--- config.mk ---
export PLATFORM = sky130hd
export DESIGN_NAME = vga_timing_controller
export DESIGN_NICKNAME = d
export VERILOG_FILES = /design/src/rtl/vga_timing_pkg.sv /design/src/rtl/vga_axis_fsm.sv /design/src/rtl/vga_timing_controller.sv
export SDC_FILE = /design/constraint.sdc
export NUM_CORES = 1
export LEC_CHECK = 0
export CAP_MARGIN = 20
export CORE_AREA = 2 2 83 85
export CTS_CLUSTER_SIZE = 10
export DETAILED_ROUTE_END_ITERATION = 6
export DIE_AREA = 0 0 85 87
export GPL_ROUTABILITY_DRIVEN = 0
export PLACE_DENSITY = 0.63
export SYNTH_ARGS = -nofsm -noshare
export SYNTH_HDL_FRONTEND = slang
export SYNTH_HIERARCHICAL = 1
export SYNTH_SLANG_ARGS = --single-unit
--- constraint.sdc ---
create_clock -name clk_25MHz -period 8.2 [get_ports clk_25MHz]
set_clock_uncertainty 0.1 [all_clocks]
set_input_delay 1.64 -clock clk_25MHz [delete_from_list [all_inputs] [get_ports clk_25MHz]]
set_output_delay 1.64 -clock clk_25MHz [all_outputs]
set_load 0.005 [all_outputs]
--- src/rtl/vga_timing_pkg.sv ---
// Shared encodings and default 640x480@60 timing for the VGA raster generator.
package vga_timing_pkg;

    // Width of the horizontal and vertical counters and of pixel_x/pixel_y.
    localparam int CNT_W = 10;

    // Default 640x480@60 timing, in pixel clocks (h) and lines (v).
    localparam int DEF_H_ACTIVE = 640;
    localparam int DEF_H_FP     = 16;
    localparam int DEF_H_SYNC   = 96;
    localparam int DEF_H_BP     = 48;
    localparam int DEF_V_ACTIVE = 480;
    localparam int DEF_V_FP     = 10;
    localparam int DEF_V_SYNC   = 2;
    localparam int DEF_V_BP     = 33;

    // Phase of one raster axis.
    typedef enum logic [1:0] {
        PH_ACTIVE = 2'd0,
        PH_FRONT  = 2'd1,
        PH_SYNC   = 2'd2,
        PH_BACK   = 2'd3
    } phase_t;

    // Top-level sequencing state.
    typedef enum logic {
        ST_IDLE = 1'b0,
        ST_RUN  = 1'b1
    } state_t;

endpackage

--- src/rtl/vga_axis_fsm.sv ---
// One raster axis: a wrapping counter with its ACTIVE/FRONT/SYNC/BACK phase
// tracked alongside. wrap flags the step that takes the count from its last
// value back to 0, so it can step the next axis up in the same cycle.
module vga_axis_fsm
    import vga_timing_pkg::*;
#(
    parameter int ACTIVE = DEF_H_ACTIVE,
    parameter int FP     = DEF_H_FP,
    parameter int SYNC   = DEF_H_SYNC,
    parameter int BP     = DEF_H_BP
) (
    input  logic             clk_25MHz,
    input  logic             reset,
    input  logic             step,
    input  logic             clear,
    output logic [CNT_W-1:0] count,
    output phase_t           phase,
    output logic             wrap
);

    localparam int TOTAL = ACTIVE + FP + SYNC + BP;

    localparam logic [CNT_W-1:0] LAST       = CNT_W'(TOTAL - 1);
    localparam logic [CNT_W-1:0] FP_START   = CNT_W'(ACTIVE);
    localparam logic [CNT_W-1:0] SYNC_START = CNT_W'(ACTIVE + FP);
    localparam logic [CNT_W-1:0] BP_START   = CNT_W'(ACTIVE + FP + SYNC);

    logic [CNT_W-1:0] count_next;
    phase_t           phase_next;

    // The last count is never passed: it steps straight back to 0.
    assign wrap = step && (count == LAST);

    // Next count and phase; clear wins over step and parks the axis at 0.
    always_comb begin
        // NOTE: every signal gets a default first so no path leaves it unassigned (no latch).
        count_next = count;
        phase_next = phase;
        if (clear) begin
            count_next = '0;
            phase_next = PH_ACTIVE;
        end else if (step) begin
            count_next = wrap ? '0 : count + CNT_W'(1);
            case (phase)
                PH_ACTIVE: if (count_next == FP_START)   phase_next = PH_FRONT;
                PH_FRONT:  if (count_next == SYNC_START) phase_next = PH_SYNC;
                PH_SYNC:   if (count_next == BP_START)   phase_next = PH_BACK;
                PH_BACK:   if (wrap)                     phase_next = PH_ACTIVE;
            endcase
        end
    end

    // Count and phase registers.
    always_ff @(posedge clk_25MHz) begin
        if (reset) begin
            count <= '0;
            phase <= PH_ACTIVE;
        end else begin
            // NOTE: non-blocking so every register samples pre-edge values.
            count <= count_next;
            phase <= phase_next;
        end
    end

endmodule

--- src/rtl/vga_timing_controller.sv ---
// VGA raster timing generator. Two vga_axis_fsm instances form a lead
// counter running one cycle ahead of the outputs; every output is a register
// loaded from the lead position, so all of them line up with pixel_x/pixel_y.
// Build option: define VGA_FRAME_COUNT_EN to add the 16-bit frame_count port.
module vga_timing_controller
    import vga_timing_pkg::*;
#(
    parameter int H_ACTIVE = DEF_H_ACTIVE,
    parameter int H_FP     = DEF_H_FP,
    parameter int H_SYNC   = DEF_H_SYNC,
    parameter int H_BP     = DEF_H_BP,
    parameter int V_ACTIVE = DEF_V_ACTIVE,
    parameter int V_FP     = DEF_V_FP,
    parameter int V_SYNC   = DEF_V_SYNC,
    parameter int V_BP     = DEF_V_BP,
    parameter bit SYNC_POL = 1'b0
) (
    input  logic             clk_25MHz,
    input  logic             reset,
    input  logic             run,
    output logic             hsync,
    output logic             vsync,
    output logic             video_on,
    output logic [CNT_W-1:0] pixel_x,
    output logic [CNT_W-1:0] pixel_y,
    output logic             pix_req,
    output logic             line_start,
    output logic             frame_start,
    output logic             busy
`ifdef VGA_FRAME_COUNT_EN
    ,
    output logic [15:0]      frame_count
`endif
);

    localparam int V_TOTAL = V_ACTIVE + V_FP + V_SYNC + V_BP;
    localparam int H_TOTAL = H_ACTIVE + H_FP + H_SYNC + H_BP;

    localparam logic [CNT_W-1:0] H_LAST     = CNT_W'(H_TOTAL - 1);
    localparam logic [CNT_W-1:0] V_LAST     = CNT_W'(V_TOTAL - 1);
    localparam logic [CNT_W-1:0] H_ACT_LAST = CNT_W'(H_ACTIVE - 1);
    localparam logic [CNT_W-1:0] V_ACT_END  = CNT_W'(V_ACTIVE);
    localparam logic [CNT_W-1:0] V_ACT_LAST = CNT_W'(V_ACTIVE - 1);

    state_t           state, state_next;
    logic             lead_step, lead_clear;
    logic             h_wrap, v_wrap;
    logic [CNT_W-1:0] h_count, v_count;
    phase_t           h_phase, v_phase;
    logic             frame_end;   // outputs currently show the last pixel of a frame
    logic             next_active; // the pixel after the lead position is visible

    vga_axis_fsm #(
        .ACTIVE (H_ACTIVE),
        .FP     (H_FP),
        .SYNC   (H_SYNC),
        .BP     (H_BP)
    ) u_h_axis (
        .clk_25MHz (clk_25MHz),
        .reset     (reset),
        .step      (lead_step),
        .clear     (lead_clear),
        .count     (h_count),
        .phase     (h_phase),
        .wrap      (h_wrap)
    );

    vga_axis_fsm #(
        .ACTIVE (V_ACTIVE),
        .FP     (V_FP),
        .SYNC   (V_SYNC),
        .BP     (V_BP)
    ) u_v_axis (
        .clk_25MHz (clk_25MHz),
        .reset     (reset),
        .step      (h_wrap),
        .clear     (lead_clear),
        .count     (v_count),
        .phase     (v_phase),
        .wrap      (v_wrap)
    );

    // State register; frame_end follows the lead's frame wrap by one cycle,
    // which is exactly when the outputs sit on the last pixel of the frame.
    always_ff @(posedge clk_25MHz) begin
        if (reset) begin
            state     <= ST_IDLE;
            frame_end <= 1'b0;
        end else begin
            state     <= state_next;
            frame_end <= v_wrap;
        end
    end

    // Start on run; stop only once the last pixel of a frame has been shown.
    always_comb begin
        state_next = state;
        case (state)
            ST_IDLE: if (run)                state_next = ST_RUN;
            ST_RUN:  if (frame_end && !run)  state_next = ST_IDLE;
            default:                         state_next = ST_IDLE;
        endcase
        lead_step  = (state_next == ST_RUN);
        lead_clear = (state_next == ST_IDLE);
    end

    // Lead position L becomes the output position next cycle, so pix_req
    // there must say whether the pixel after L is visible.
    assign next_active = ((h_count < H_ACT_LAST) && (v_count < V_ACT_END)) ||
                         ((h_count == H_LAST) &&
                          ((v_count == V_LAST) || (v_count < V_ACT_LAST)));

    // Output registers: reset/idle values unless the next cycle is a RUN cycle.
    always_ff @(posedge clk_25MHz) begin
        if (reset || state_next != ST_RUN) begin
            hsync       <= ~SYNC_POL;
            vsync       <= ~SYNC_POL;
            video_on    <= 1'b0;
            pixel_x     <= '0;
            pixel_y     <= '0;
            pix_req     <= 1'b0;
            line_start  <= 1'b0;
            frame_start <= 1'b0;
            busy        <= 1'b0;
        end else begin
            hsync       <= (h_phase == PH_SYNC) ? SYNC_POL : ~SYNC_POL;
            vsync       <= (v_phase == PH_SYNC) ? SYNC_POL : ~SYNC_POL;
            video_on    <= (h_phase == PH_ACTIVE) && (v_phase == PH_ACTIVE);
            pixel_x     <= h_count;
            pixel_y     <= v_count;
            pix_req     <= next_active;
            line_start  <= (h_count == '0);
            frame_start <= (h_count == '0) && (v_count == '0);
            busy        <= 1'b1;
        end
    end

`ifdef VGA_FRAME_COUNT_EN
    // Frame counter, stepping in the same cycle frame_start rises.
    always_ff @(posedge clk_25MHz) begin
        if (reset) begin
            frame_count <= '0;
        end else if (state_next == ST_RUN && h_count == '0 && v_count == '0) begin
            frame_count <= frame_count + 16'd1;
        end
    end
`endif

endmodule
==> flow_metrics.env <==
export IMPL_outcome="completed"
export IMPL_numCtsBuffers=5
export IMPL_slowest_delay_ns=0.51
export IMPL_post_route_period_util=0.5424
export IMPL_sequentialPowerShare=0.603
export IMPL_htree_levels=2
export IMPL_fin_ws_ns=3.752
export IMPL_via_per_inst=5.479
export IMPL_cp_max_fo=16
export IMPL_num_io_pins=30
export IMPL_ys_seq_area_frac=0.3698
export IMPL_crit_chain="clkdlybuf4s50_1 -> inv_1 -> nand2_1 -> and4bb_2 -> nand3_4 -> inv_2 -> nand4b_4 -> nor4_4 -> or3_1 -> o31ai_2 -> and4_2 -> o21a_1"
export IMPL_grt_setup_unrepaired="no"
export IMPL_synth_top_area_share=0.3698
export IMPL_r2r_cells=10
export IMPL_cts_resized=0
export IMPL_synthFlopType="dfxtp_1"
export IMPL_hold_viol_final=0
export IMPL_cts_hold_buffers=0
export IMPL_critPathArrivalTime_ns=4.56
export IMPL_pre_cts_ws_ns=3.446
export IMPL_vias=2301
export IMPL_period_needed_ns=4.448
export IMPL_slew_violations=0
export IMPL_relSlewSlack=0.6334
export IMPL_required_ns=8.32
export IMPL_drt_first_pass_iters=4
export IMPL_cp_top_family="simple AND/OR/NAND/NOR gates"
export IMPL_diodes=0
export IMPL_clk_path_buf_depth=2
export IMPL_r2r_slack_ns=4.96
export IMPL_setup_tns_ns=0
export IMPL_die_y_um=87
export IMPL_nets=355
export IMPL_syn_area_per_cell_um2=9.050
export IMPL_drt_iter0_drc=151
export IMPL_r2r_end="u_v_axis/phase[1]"
export IMPL_hold_end="vsync"
export IMPL_drc=0
export IMPL_synthArstFlopShare=0
export IMPL_die_area_mm2=0.007395
export IMPL_core_area_mm2=0.006569
export IMPL_synth_edf_count=0
export IMPL_ff_latch_area_mm2=0.001061
export IMPL_grt_pass1_wl_um=9942
export IMPL_clock_fmax_mhz=224.8
export IMPL_track_usage=0.1636
export IMPL_cts_clk_slew_worst_paths_ns=0.11
export IMPL_fp_dieW_um=85
export IMPL_p_switching_w=0.0001060
export IMPL_synthTopCellsByCount="dfxtp_1, nor2_1, and2_1, nand2_1"
export IMPL_p_int_w=0.0003309
export IMPL_max_vdd_ir_drop_mv=0.07628
export IMPL_synth_cell_types=72
export IMPL_crit_start="run"
export IMPL_critPathBufInv=3
export IMPL_fill_cells=634
export IMPL_cts_tree="built"
export IMPL_synth_most_common_cell="dfxtp_1"
export IMPL_grt_max_degree=26
export IMPL_yosysWarnings=6
export IMPL_powerDensity_mw_per_mm2=133.9
export IMPL_holdCritStartpoint="u_v_axis/phase[1]"
export IMPL_reg2reg_from="u_h_axis/count[0]"
export IMPL_path_class="input port to register"
export IMPL_antenna_found_initial=0
export IMPL_hp_class="register to register"
export IMPL_netlist_instances=317
export IMPL_synth_fp_nets=333
export IMPL_finalSetupViolCount=0
export IMPL_worst_slew_pin_slew_ns=0.5459
export IMPL_rows=30
export IMPL_yosysTopAreaCell="dfxtp_1"
export IMPL_switching_share=0.2425
export IMPL_clock_sinks=53
export IMPL_p_clk_frac=0.347
export IMPL_portBuffers=29
export IMPL_overflow=0
export IMPL_first_global_vias=2121
export IMPL_netlist_area_mm2=0.002869
export IMPL_ant_nets=0
export IMPL_multi_input_area_mm2=0.001664
export IMPL_design_area_mm2=0.003262
export IMPL_synth_seq_cells=53
export IMPL_cap_violations=0
export IMPL_wl_per_cell_um=13.75
export IMPL_post_dp_hpwl_um=4006
export IMPL_slowest_stage="nor4_4"
export IMPL_area_growth_pct=13.69
export IMPL_combinationalPowerShare=0.050
export IMPL_cts_root_buf="clkbuf_8"
export IMPL_initial_core_util=0.4368
export IMPL_power_leakage_nw=1.198
export IMPL_worstHoldPathCells=1
export IMPL_insertion_delay_ns=0.31
export IMPL_synthTopCellsByArea="dfxtp_1, ha_1, and2_1"
export IMPL_finalWirelength_um=5777
export IMPL_dpl_cell_area_mm2=0.003172
export IMPL_end_kind="register"
export IMPL_drive_above_1_share=0.1118
export IMPL_postCtsSetupBuffers=0
export IMPL_critPathLaunchType="input port"
[cells by family after synthesis]
group           after synthesis  share of synthesized area
buf+inv                      29                    0.05015
simple gates                150                     0.3323
flops                        53                     0.3698
fa+ha+maj                    13                    0.05670
mux                           1                   0.003489
compound gates               60                     0.1487
xor+xnor                     11                    0.03882
[per-layer routing]
metal / vias to the layer above / share of wire / track usage
met4: 0 / 0.0047 / 0.03752
met3: 2 / 0.047 / 0.03033
li1: 1173 / - / -
met5: - / 0 / 0
met2: 68 / 0.45 / 0.2585
met1: 1058 / 0.50 / 0.2323
[cell usage in the layout (no fill, tap or decap), types with 3 or more instances in the layout]
| master | netlist | final |
|---|---|---|
| nand2_1 | 18 | 18 |
| nor4_1 | 3 | 3 |
| clkbuf_8 | 0 | 5 |
| inv_1 | 14 | 14 |
| nor3_1 | 13 | 13 |
| nand4_1 | 15 | 15 |
| nor2_1 | 26 | 26 |
| o21ai_0 | 15 | 15 |
| or3_1 | 7 | 7 |
| dfxtp_1 | 53 | 53 |
| nand3b_1 | 5 | 5 |
| ha_1 | 13 | 13 |
| and2_1 | 21 | 21 |
| and3_1 | 3 | 3 |
| clkdlybuf4s50_1 | 0 | 29 |
| xor2_1 | 6 | 6 |
| a21oi_1 | 15 | 15 |
| xnor2_1 | 3 | 3 |
| nand3_1 | 11 | 11 |
| a31oi_1 | 7 | 7 |
[power groups by stage]
stage	registers (W)	clock network [W]	logic (W)
after floorplan	0.000269	0	0.0000133
after global placement	0.000269	0	0.0000221
after detailed placement	0.000269	0	0.0000220
after CTS	0.000264	0.000158	0.0000221
after global routing	0.000264	0.000168	0.0000247
final	0.000263	0.000152	0.0000219
[state kept, by name, indices dropped and copies added, names as in the netlist]
name,flops
frame_end,1
vsync,1
u_h_axis/phase,2
u_h_axis/count,10
busy,1
video_on,1
hsync,1
state,1
pixel_x,10
pixel_y,10
pix_req,1
u_v_axis/phase,2
line_start,1
frame_start,1
u_v_axis/count,10
[how the worst max path moves through the flow]
stage	end	slack (ns)	cells after the start
floorplan	u_v_axis/phase[1]	4.53	11
global route	u_v_axis/phase[0]	3.49	12
finish	u_v_axis/phase[1]	3.75	12
detailed placement	u_v_axis/phase[1]	3.45	12
global placement	u_v_axis/phase[1]	3.49	12
CTS	u_v_axis/phase[1]	3.77	12
[metrics by stage]
step	cells	total power [W]	hold slack, ns	utilization
2_1_floorplan	317	0.0002824	0.3195	-
6_report	420	0.0004369	0.3839	0.4966
5_1_grt	420	0.0004566	0.4222	0.4966
3_5_place_dp	412	0.0002914	0.3485	0.4829
4_1_cts	420	0.0004438	0.3896	0.4966
3_3_place_gp	412	0.0002914	0.3608	0.4829
[area by class of cell]
cell class                 count  area share
clock buffer                   5     0.02110
clock inverter                 3    0.006521
inverter                      15     0.01726
multi-input combinational    235      0.5102
sequential                    53      0.3253
tap                           80     0.03069
timing repair buffer          29     0.08899
Note: power is estimated with default switching activity, not from simulation.
